$ cat config.mk
export PLATFORM = sky130hd
export DESIGN_NAME = seq_detect_param
export DESIGN_NICKNAME = d
export VERILOG_FILES = /design/src/rtl/seq_detect_pkg.sv /design/src/rtl/sat_counter.sv /design/src/rtl/seq_detect_param.sv
export SDC_FILE = /design/constraint.sdc
export NUM_CORES = 1
export LEC_CHECK = 0
export ABC_AREA = 0
export CORE_MARGIN = 1.5
export CORE_UTILIZATION = 49
export CTS_CLUSTER_DIAMETER = 100
export DETAILED_ROUTE_END_ITERATION = 7
export PLACE_DENSITY_LB_ADDON = 0.2
export SLEW_MARGIN = 15
export SYNTH_ARGS = -nofsm -noshare
export SYNTH_HDL_FRONTEND = slang
export SYNTH_HIERARCHICAL = 1
export SYNTH_SLANG_ARGS = --single-unit
$ cat constraint.sdc
create_clock -name i_clk -period 2.44 [get_ports i_clk]
set_input_delay 0.61 -clock i_clk [delete_from_list [all_inputs] [get_ports i_clk]]
set_output_delay 0.61 -clock i_clk [all_outputs]
set_load 0.01 [all_outputs]
$ cat src/rtl/seq_detect_pkg.sv
// seq_detect_pkg: shared constants and helpers for the parametrised serial pattern detector
package seq_detect_pkg;
   localparam int SEQ_PLEN_MAX = 32;
   localparam logic OVL_ON  = 1'b1;
   localparam logic OVL_OFF = 1'b0;
   function automatic int fill_width(input int plen);
      return $clog2(plen);
   endfunction
endpackage

$ cat src/rtl/sat_counter.sv
// sat_counter: counter that saturates at all-ones; clear takes priority but still counts a same-cycle increment
module sat_counter #(
   parameter int WIDTH = 8
) (
   input  logic             i_clk,
   input  logic             i_rst_n,
   input  logic             i_inc,
   input  logic             i_clr,
   output logic [WIDTH-1:0] o_q
);
   logic [WIDTH-1:0] r_q;
   logic [WIDTH-1:0] w_next;
   always_comb w_next = i_clr ? WIDTH'(i_inc) : (i_inc && !(&r_q)) ? r_q + 1'b1 : r_q;
   always_ff @(posedge i_clk or negedge i_rst_n)
      if (!i_rst_n) r_q <= '0;
      else          r_q <= w_next;
   assign o_q = r_q;
endmodule

$ cat src/rtl/seq_detect_param.sv
// seq_detect_param: Mealy serial-pattern detector with runtime pattern/overlap reload and match counter
// The fill count doubles as the FSM state: a match is only possible once PLEN-1 bits are held.
module seq_detect_param
   import seq_detect_pkg::*;
#(
   parameter int              PLEN        = 4,
   parameter logic [PLEN-1:0] DEF_PATTERN = 4'b1001,
   parameter logic            DEF_OVERLAP = OVL_ON,
   parameter int              CNT_W       = 8
) (
   input  logic             i_clk,
   input  logic             i_rst_n,
   input  logic             i_in,
   input  logic             i_in_valid,
   input  logic             i_cfg_load,
   input  logic [PLEN-1:0]  i_cfg_pattern,
   input  logic             i_cfg_overlap,
   input  logic             i_count_clr,
   output logic             o_out,
   output logic [CNT_W-1:0] o_match_count
);
   localparam int FILL_W = fill_width(PLEN);
   logic [PLEN-2:0]   r_hist;
   logic [FILL_W-1:0] r_fill;
   logic [PLEN-1:0]   r_pat;
   logic              r_ovl;
   logic [PLEN-1:0]   w_window;
   logic              w_full;
   logic              w_accept;
   logic              w_match;
   logic              w_restart;
   always_comb begin
      w_window  = {r_hist, i_in};
      w_full    = r_fill == FILL_W'(PLEN - 1);
      w_accept  = i_in_valid & ~i_cfg_load;
      w_match   = w_accept & w_full & (w_window == r_pat);
      w_restart = w_match & (r_ovl == OVL_OFF);
   end
   // Shifting through the full window keeps PLEN=2 legal, where hist is a single bit.
   always_ff @(posedge i_clk or negedge i_rst_n)
      if (!i_rst_n) begin
         r_hist <= '0;
         r_fill <= '0;
         r_pat  <= DEF_PATTERN;
         r_ovl  <= DEF_OVERLAP;
      end else if (i_cfg_load) begin
         r_hist <= '0;
         r_fill <= '0;
         r_pat  <= i_cfg_pattern;
         r_ovl  <= i_cfg_overlap;
      end else if (w_accept) begin
         r_hist <= w_restart ? '0 : w_window[PLEN-2:0];
         r_fill <= w_restart ? '0 : w_full ? r_fill : r_fill + 1'b1;
      end
   assign o_out = w_match;
   sat_counter #(.WIDTH(CNT_W)) u_cnt (
      .i_clk   (i_clk),
      .i_rst_n (i_rst_n),
      .i_inc   (w_match),
      .i_clr   (i_count_clr),
      .o_q     (o_match_count)
   );
endmodule
After elaboration in Yosys (flattened, before gate mapping)

Index checks and enable logic that the tools add are counted.

Register bits after elaboration: 18
Input bits: 11
Output and inout port bits: 9
Logic and storage cells: 31

Add/subtract/negate cells: 2
Equal/unequal tests: 3
Muxes and demuxes: 9
Bitwise gates (word level): 6
Reduce and logical (&&, ||, !) cells: 6

Operators with widths:

| operator                                      | number |
|---|---|
| two-way mux 8 bit                             | 2 |
| two-way mux 3 bit                             | 3 |
| adder 8 x 1 -> 8 bit, second input constant   | 1 |
| two-way mux 2 bit                             | 4 |
| AND reduction 8 bit                           | 1 |
| AND 1 bit                                     | 4 |
| equality test 4 bit                           | 1 |
| nonzero test 2 bit                            | 2 |
| != test 3 x 2 -> 1 bit, second input constant | 1 |
| adder 2 x 1 -> 2 bit, second input constant   | 1 |
| equality test 2 bit, second input constant    | 1 |
| inverter 1 bit                                | 2 |
| AND reduction 2 bit                           | 1 |
| logical AND 1 bit                             | 1 |
| zero test 1 bit                               | 1 |

Depth between registers and ports, before layout

Gate-level depths: netlist (run 1).

Word-level depth: 8
Depth in mapped cells: 7
Depth with buffers taken out: 7

Cells and area by module

The synthesis (run 1) kept the hierarchy.

By module, submodules not included:

| module           | times used | cells an instance | area each (um^2) | sequential area each (um^2) |
|---|---|---|---|---|
| seq_detect_param | 1          | 40                | 486.7            | 254.0 |
| sat_counter      | 1          | 47                | 473.0            | 200.2 |

Worst setup path before layout (run 1)

OpenSTA, ideal clock, no wires.

Path kind: input to register
Start point: in i_in
End point: reg u_cnt.r_q[5] (netlist: u_cnt/o_q[5])
Library setup time: 0.132 ns
Data arrival time: 2.368 ns
Data required time: 2.308 ns
Setup slack: -0.060 ns
Stages: 7
Buffers on the path: 0
Cells stage by stage: xor2_1 > nor4_2 > nand2_1 > nor3_1 > nand4_2 > a2111oi_2 > nor3b_1

Longest elaborated chain between the ends: 4

Ends and longest elaborated chain:

| what                                | line                   | source |
|---|---|---|
| start: declaration                  | seq_detect_param.sv:13 | `input logic i_in,` |
| equality test 4 bit                 | seq_detect_param.sv:36 | `w_match = w_accept & w_full & (w_window == r_pat);` |
| AND 1 bit                           | seq_detect_param.sv:36 |  |
| net o_out                           | seq_detect_param.sv:19 | `output logic o_out,` |
| logical AND 1 bit                   | sat_counter.sv:13      | `always_comb w_next = i_clr ? WIDTH'(i_inc) : (i_inc && !(&r_q)) ? r_q + 1'b1 : r_q;` |
| nonzero test 2 bit (no source line) | -                      |  |
| end signal: assignment              | sat_counter.sv:16      | `else r_q <= w_next;` |
| end: declaration                    | sat_counter.sv:11      | `logic [WIDTH-1:0] r_q;` |

The timed path passes the listed nets, and every way through them passes these cells.
A chain may end at the register's enable or synchronous reset.

Final worst setup path (run 1)

Start point: in i_in
End point: out o_out

Longest elaborated chain between the ends: 2

Ends and longest elaborated chain:

| what                | line |
|---|---|
| equality test 4 bit | seq_detect_param.sv:36 |
| AND 1 bit           | seq_detect_param.sv:36 |
| end: declaration    | seq_detect_param.sv:19 |

Every way passes these cells.

==> results.cfg, run 1 <==
[min_path]
holdCritPathClass = flop to flop

[yosys]
async_reset_ff_frac = 1.00
synth_fa_ha_area_frac = 0.0261
ys_ff_latch = 18
synth_mux_area_frac = 0.0678
yosysWarnings = 6
synth-simple-area-share = 0.188
ys.flop_type = dfrtp_1
ys_seq_area_frac = 0.473
synth_area_um2 = 960
syn_nets = 100
synth_edf_count = 0
synth_cells = 87
synth_cell_type_count = 36
synth_top_family_by_area = simple AND/OR/NAND/NOR gates
synth_xor_area_frac = 0.0365
synth_compound_area_frac = 0.177
avgSynthCellArea_um2 = 11.0

[sta]
hold_ws_ns = 0.544
setup_viol = 0
tightest_slew_ns = 0.354
finClkSkew_ns = 0.00345
fin_crit_sh = 0.928
rsz0062_at_grt = no
drv_slew = 0
fin_crit_ns = 2.26
finalHoldViolations = 0
slew-limit-headroom = 0.763
setup_ws_ns = 0.176
clock.fmax_ghz = 0.442

[clock_tree]
ctsRootBufferMaster = clkbuf_4
cts.clk_slew.worst_paths_ns = 0.10
cts_max_path_buffers = 2
cts_buffers = 3
clock_sinks = 18
insertion_delay_ns = 0.29
h-tree-depth = 1
cts_tree = done
cts_hold_buf = 0

[route]
routed_wl_um = 1980
drc = 0
drt_pass1_iterations = 4
vias = 766
wl_per_cell_um = 14.2
ant_nets = 0
detail_route.iter0.violations = 10
vias_per_cell = 5.51

[die]
io_pins = 20
core_area_um2 = 1780
die_h_um = 47.3
initial_core_util = 0.538
die_w_um = 47.3
core.rowCount = 15
die_area_um2 = 2230

[setup_path]
worstPathRequired_ns = 1.83
critPathCaptureType = output port
crit_type = input pin to output port
startpoint_type = input pin
crit_slowest_cell = dlygate4sd2_1
slowest_delay_ns = 0.26
crit_chain = dlygate4sd2_1 > xor2_1 > nor4_2 > nand2_1 > nor3_2 > buf_2
critPathMaxFanout = 2
cp_data_arrival_time_ns = 1.65

[cells_and_area]
mostFrequentLayoutCell = clkdlybuf4s50_1
drive_gt1_frac = 0.246
fin_util = 0.703
fin_nets = 128
multiInputGateArea_um2 = 480
n_antenna_cell = 0
final_cell_area_um2 = 1250
fill_cells = 147
area_delta_synth_final_pct = 30.6
mostFrequentLayoutCells = 17 x clkdlybuf4s50_1, 15 x dfrtp_1, 7 x nand2b_1, 7 x buf_4
register_area_um2 = 454

[place]
place_congestion = 0.787
placed_area_um2 = 1220
dp.final_hpwl_um = 1430
pre_cts_slack_ns = -0.512
port_buffers = 19

[power_and_ir_drop]
powerDensity_nw_per_um2 = 460
cellLeakagePower_nw = 0.533
irDropWorstVdd_v = 0.000231

[grt]
antenna_found_initial = 0
track_usage = 0.203
grt_overflow = 0
grt_max_degree = 19
grt_pass1_wl_um = 3150
grt_pass1_vias = 753

[status]
status = finished, final reports clean

[flow_run]
maxCapViolCount = 0
[per-layer routing]
metal	vias up	part of all wire	global-route usage
met3	2	0.033	0.0385
met4	0	0.0061	0.100
met2	13	0.51	0.346
met1	376	0.45	0.242
li1	375	-	-
met5	-	0	0
[report_power, final]
group | switching, mW | total, mW | leakage, nW | internal [mW]
combinational | 0.0325 | 0.0719 | 0.278 | 0.0394
sequential | 0.00900 | 0.324 | 0.234 | 0.315
clock | 0.0900 | 0.181 | 0.0210 | 0.0908
total | 0.132 | 0.577 | 0.533 | 0.445
[path summary, 6_finish.rpt]
kind	start	end	slack [ns]	depth (start not counted)
worst max-delay path	i_in	o_out	0.18	6
worst min-delay path	r_pat[1]	r_pat[1]	0.54	1
worst max register to register	r_pat[3]	u_cnt/o_q[5]	0.28	9
worst min register to register	r_pat[1]	r_pat[1]	0.54	1
max in group asynchronous	i_rst_n	r_ovl	1.53	2
min in group asynchronous	i_rst_n	r_pat[2]	0.65	2
[timing repair]
item	in CTS	in global routing
gates resized for setup	5	0
endpoints found under the setup margin	1	0
setup buffers	1	0
[cell usage after synthesis, types with 2 or more instances]
cell type  number  area, um^2
dfrtp_1        15         375
nand2b_1        7        43.8
a21oi_1         5        25.0
nand2_1         5        18.8
inv_1           4        15.0
mux2_2          4        45.0
o21ai_0         4        20.0
xor2_1          4        35.0
a22o_1          3        26.3
dfstp_2         3        78.8
and3_1          2        12.5
clkbuf_1        2        7.51
ha_1            2        25.0
mux2i_1         2        20.0
nor2_1          2        7.51
nor3_1          2        10.0
or3_1           2        12.5
[state kept, by name (all words and copies together) (netlist names)]
signal,cells
u_cnt/o_q,8
r_ovl,1
r_hist,3
r_pat,4
r_fill,2
[stage by stage]
stage	cells	setup TNS [ns]	power, mW
floorplan	87	0	0.363
global placement	134	-1.38	0.398
detailed placement	134	-1.61	0.403
CTS	139	0	0.588
global route	139	0	0.606
finish	139	0	0.577
[worst max-delay path: cells and delay by family]
family / cells / cell delay (ns)
xor+xnor: 1 / 0.16
simple gates: 3 / 0.47
buf+inv: 2 / 0.42
[logic make-up (layout without fill, tap and decap cells)]
logic type	after synthesis	in the layout
buf+inv	7	34
flops	18	18
mux	6	6
fa+ha+maj	2	2
xor+xnor	4	4
compound gates	22	22
simple gates	28	28
[cell type report]
class	instances	area share
inverters	4	0.0120
clock buffers	4	0.0289
repair buffers	26	0.189
multi-input cells	62	0.383
flip-flops and latches	18	0.362
well taps	25	0.0250
Note: power is estimated with default switching activity, not from simulation.
==> run 2: changes to the inputs <==
--- a/config.mk
+++ b/config.mk
@@ -6,6 +6,7 @@
 export NUM_CORES = 1
 export LEC_CHECK = 0
 export ABC_AREA = 0
+export CAP_MARGIN = 5
 export CORE_MARGIN = 1.5
 export CORE_UTILIZATION = 49
 export CTS_CLUSTER_DIAMETER = 100
==> constraint.sdc (replaced) <==
create_clock -name i_clk -period 2.38 [get_ports i_clk]
set_input_delay 0.595 -clock i_clk [delete_from_list [all_inputs] [get_ports i_clk]]
set_output_delay 0.595 -clock i_clk [all_outputs]
set_load 0.01 [all_outputs]
==> run 2 against run 1 <==
  * Total power increased by 2.6%
  * Worst setup slack got worse by 0.059 ns
  * Sequential cell count unchanged
  * Critical path type unchanged
  * Critical endpoint unchanged
  * Largest cell class unchanged
  * Highest routed layer unchanged
==> results.cfg, run 2 (same netlist as run 1, synthesis figures left out) <==
[place]
dp.final_hpwl_um = 1430
place_congestion = 0.788
port_buffers = 19

[clock_tree]
cts_max_path_buffers = 2
cts_hold_buf = 0
cts.clk_slew.worst_paths_ns = 0.10
insertion_delay_ns = 0.28
clock_sinks = 18
cts_buffers = 3
cts_tree = done
h-tree-depth = 1
ctsRootBufferMaster = clkbuf_4

[sta]
slew-limit-headroom = 0.766
hold_ws_ns = 0.544
finClkSkew_ns = 0.00220
fin_crit_ns = 2.26
tightest_slew_ns = 0.350
setup_viol = 0
clock.fmax_ghz = 0.442
fin_crit_sh = 0.951
rsz0062_at_grt = no
finalHoldViolations = 0
drv_slew = 0

[setup_path]
crit_type = input pin to output port
critPathCaptureType = output port
ff2ff_path_depth = 9
crit_end = o_out
startpoint_type = input pin
crit_buf_inv = 2
worstPathRequired_ns = 1.78
reg2reg_from = r_pat[0]
crit_chain = dlygate4sd2_1 > xor2_1 > nor4_2 > nand2_1 > nor3_2 > buf_2
critPathMaxFanout = 2
crit_slowest_cell = dlygate4sd2_1
reg2reg_slack_ns = 0.26
crit_family = simple AND/OR/NAND/NOR gates
cp_data_arrival_time_ns = 1.67
rr_endpoint = u_cnt/o_q[7]
cp.depth = 6
crit_start = i_in
slowest_delay_ns = 0.26

[route]
wl_per_cell_um = 14.0
vias_per_cell = 5.44
detail_route.iter0.violations = 6
routed_wl_um = 1950
ant_nets = 0
drc = 0
drt_pass1_iterations = 4
vias = 756

[cells_and_area]
mostFrequentLayoutCell = clkdlybuf4s50_1
n_antenna_cell = 0
multiInputGateArea_um2 = 480
fin_util = 0.703
drive_gt1_frac = 0.246
register_area_um2 = 454
area_delta_synth_final_pct = 30.6
mostFrequentLayoutCells = 17 x clkdlybuf4s50_1, 15 x dfrtp_1, 7 x nand2b_1, 7 x buf_4
fin_nets = 128
largest_reg_flops = 8
fill_cells = 141

[grt]
grt_overflow = 0
grt_pass1_wl_um = 3060
grt_pass1_vias = 715
track_usage = 0.194
grt_max_degree = 19
antenna_found_initial = 0

[power_and_ir_drop]
cellLeakagePower_nw = 0.535
irDropWorstVdd_v = 0.000266
powerDensity_nw_per_um2 = 472

[die]
initial_core_util = 0.538
die_area_um2 = 2230
die_h_um = 47.3
core_area_um2 = 1780
core.rowCount = 15
io_pins = 20
die_w_um = 47.3

[min_path]
holdCritPathClass = flop to flop

[status]
status = finished, final reports clean

[flow_run]
maxCapViolCount = 0
run 2: cell counts in the layout (fill, tap and decap cells not counted):
Identical to the previous run, type by type.
run 2: worst min path at each step:
stage	startpoint	end	slack, ns	cells past startpoint
2_1_floorplan	i_rst_n	r_fill[0]	0.30	0
3_3_place_gp	r_hist[2]	r_hist[2]	0.51	1
5_1_grt	r_hist[2]	r_hist[2]	0.57	1
4_1_cts	r_hist[2]	r_hist[2]	0.55	1
6_report	r_pat[1]	r_pat[1]	0.54	1
3_5_place_dp	r_hist[2]	r_hist[2]	0.52	1
run 2: power by group:
group	total (mW)	switching (mW)	internal [mW]
sequential	0.332	0.00926	0.323
clock	0.186	0.0925	0.0930
combinational	0.0737	0.0333	0.0404
total	0.591	0.135	0.456
run 2: layer usage:
metal / vias to the layer above / track usage / part of all wire
met4: 0 / 0.0667 / 0.0062
met1: 359 / 0.249 / 0.44
met2: 17 / 0.327 / 0.51
met5: - / 0 / 0
met3: 2 / 0.0346 / 0.043
li1: 378 / - / -
run 2: per-stage QoR:
| step | cell area [um^2] | setup slack [ns] | cells | power [mW] | TNS, ns |
|---|---|---|---|---|---|
| 2_1_floorplan | 965 | 0.116 | 87 | 0.372 | 0 |
| 3_3_place_gp | 1220 | -0.525 | 134 | 0.408 | -1.70 |
| 3_5_place_dp | 1220 | -0.535 | 134 | 0.413 | -1.93 |
| 4_1_cts | 1250 | 0.133 | 139 | 0.602 | 0 |
| 5_1_grt | 1250 | 0.00199 | 139 | 0.619 | 0 |
| 6_report | 1250 | 0.117 | 139 | 0.591 | 0 |
run 2: layout make-up:
cell class	instances	area share
multi-input cells	62	0.383
flip-flops and latches	18	0.362
repair buffers	26	0.189
clock buffers	4	0.0289
well taps	25	0.0250
inverters	4	0.0120
run 2: timing repair:
item / CTS / global route
pin swaps: 3 / 3
buffers inserted: 1 / 0
resized for setup: 5 / 0
setup endpoints to repair: 1 / 2
cloned: 0 / 0
run 2: worst register-to-register path: cells and delay by family, from the launching register on:
kind | cells | cell delay, ns
AND/OR/NAND/NOR | 5 | 1.02
flip-flops | 1 | 0.55
buffers and inverters | 2 | 0.25
AO/OA/AOI/OAI | 1 | 0.15
XOR/XNOR | 1 | 0.08
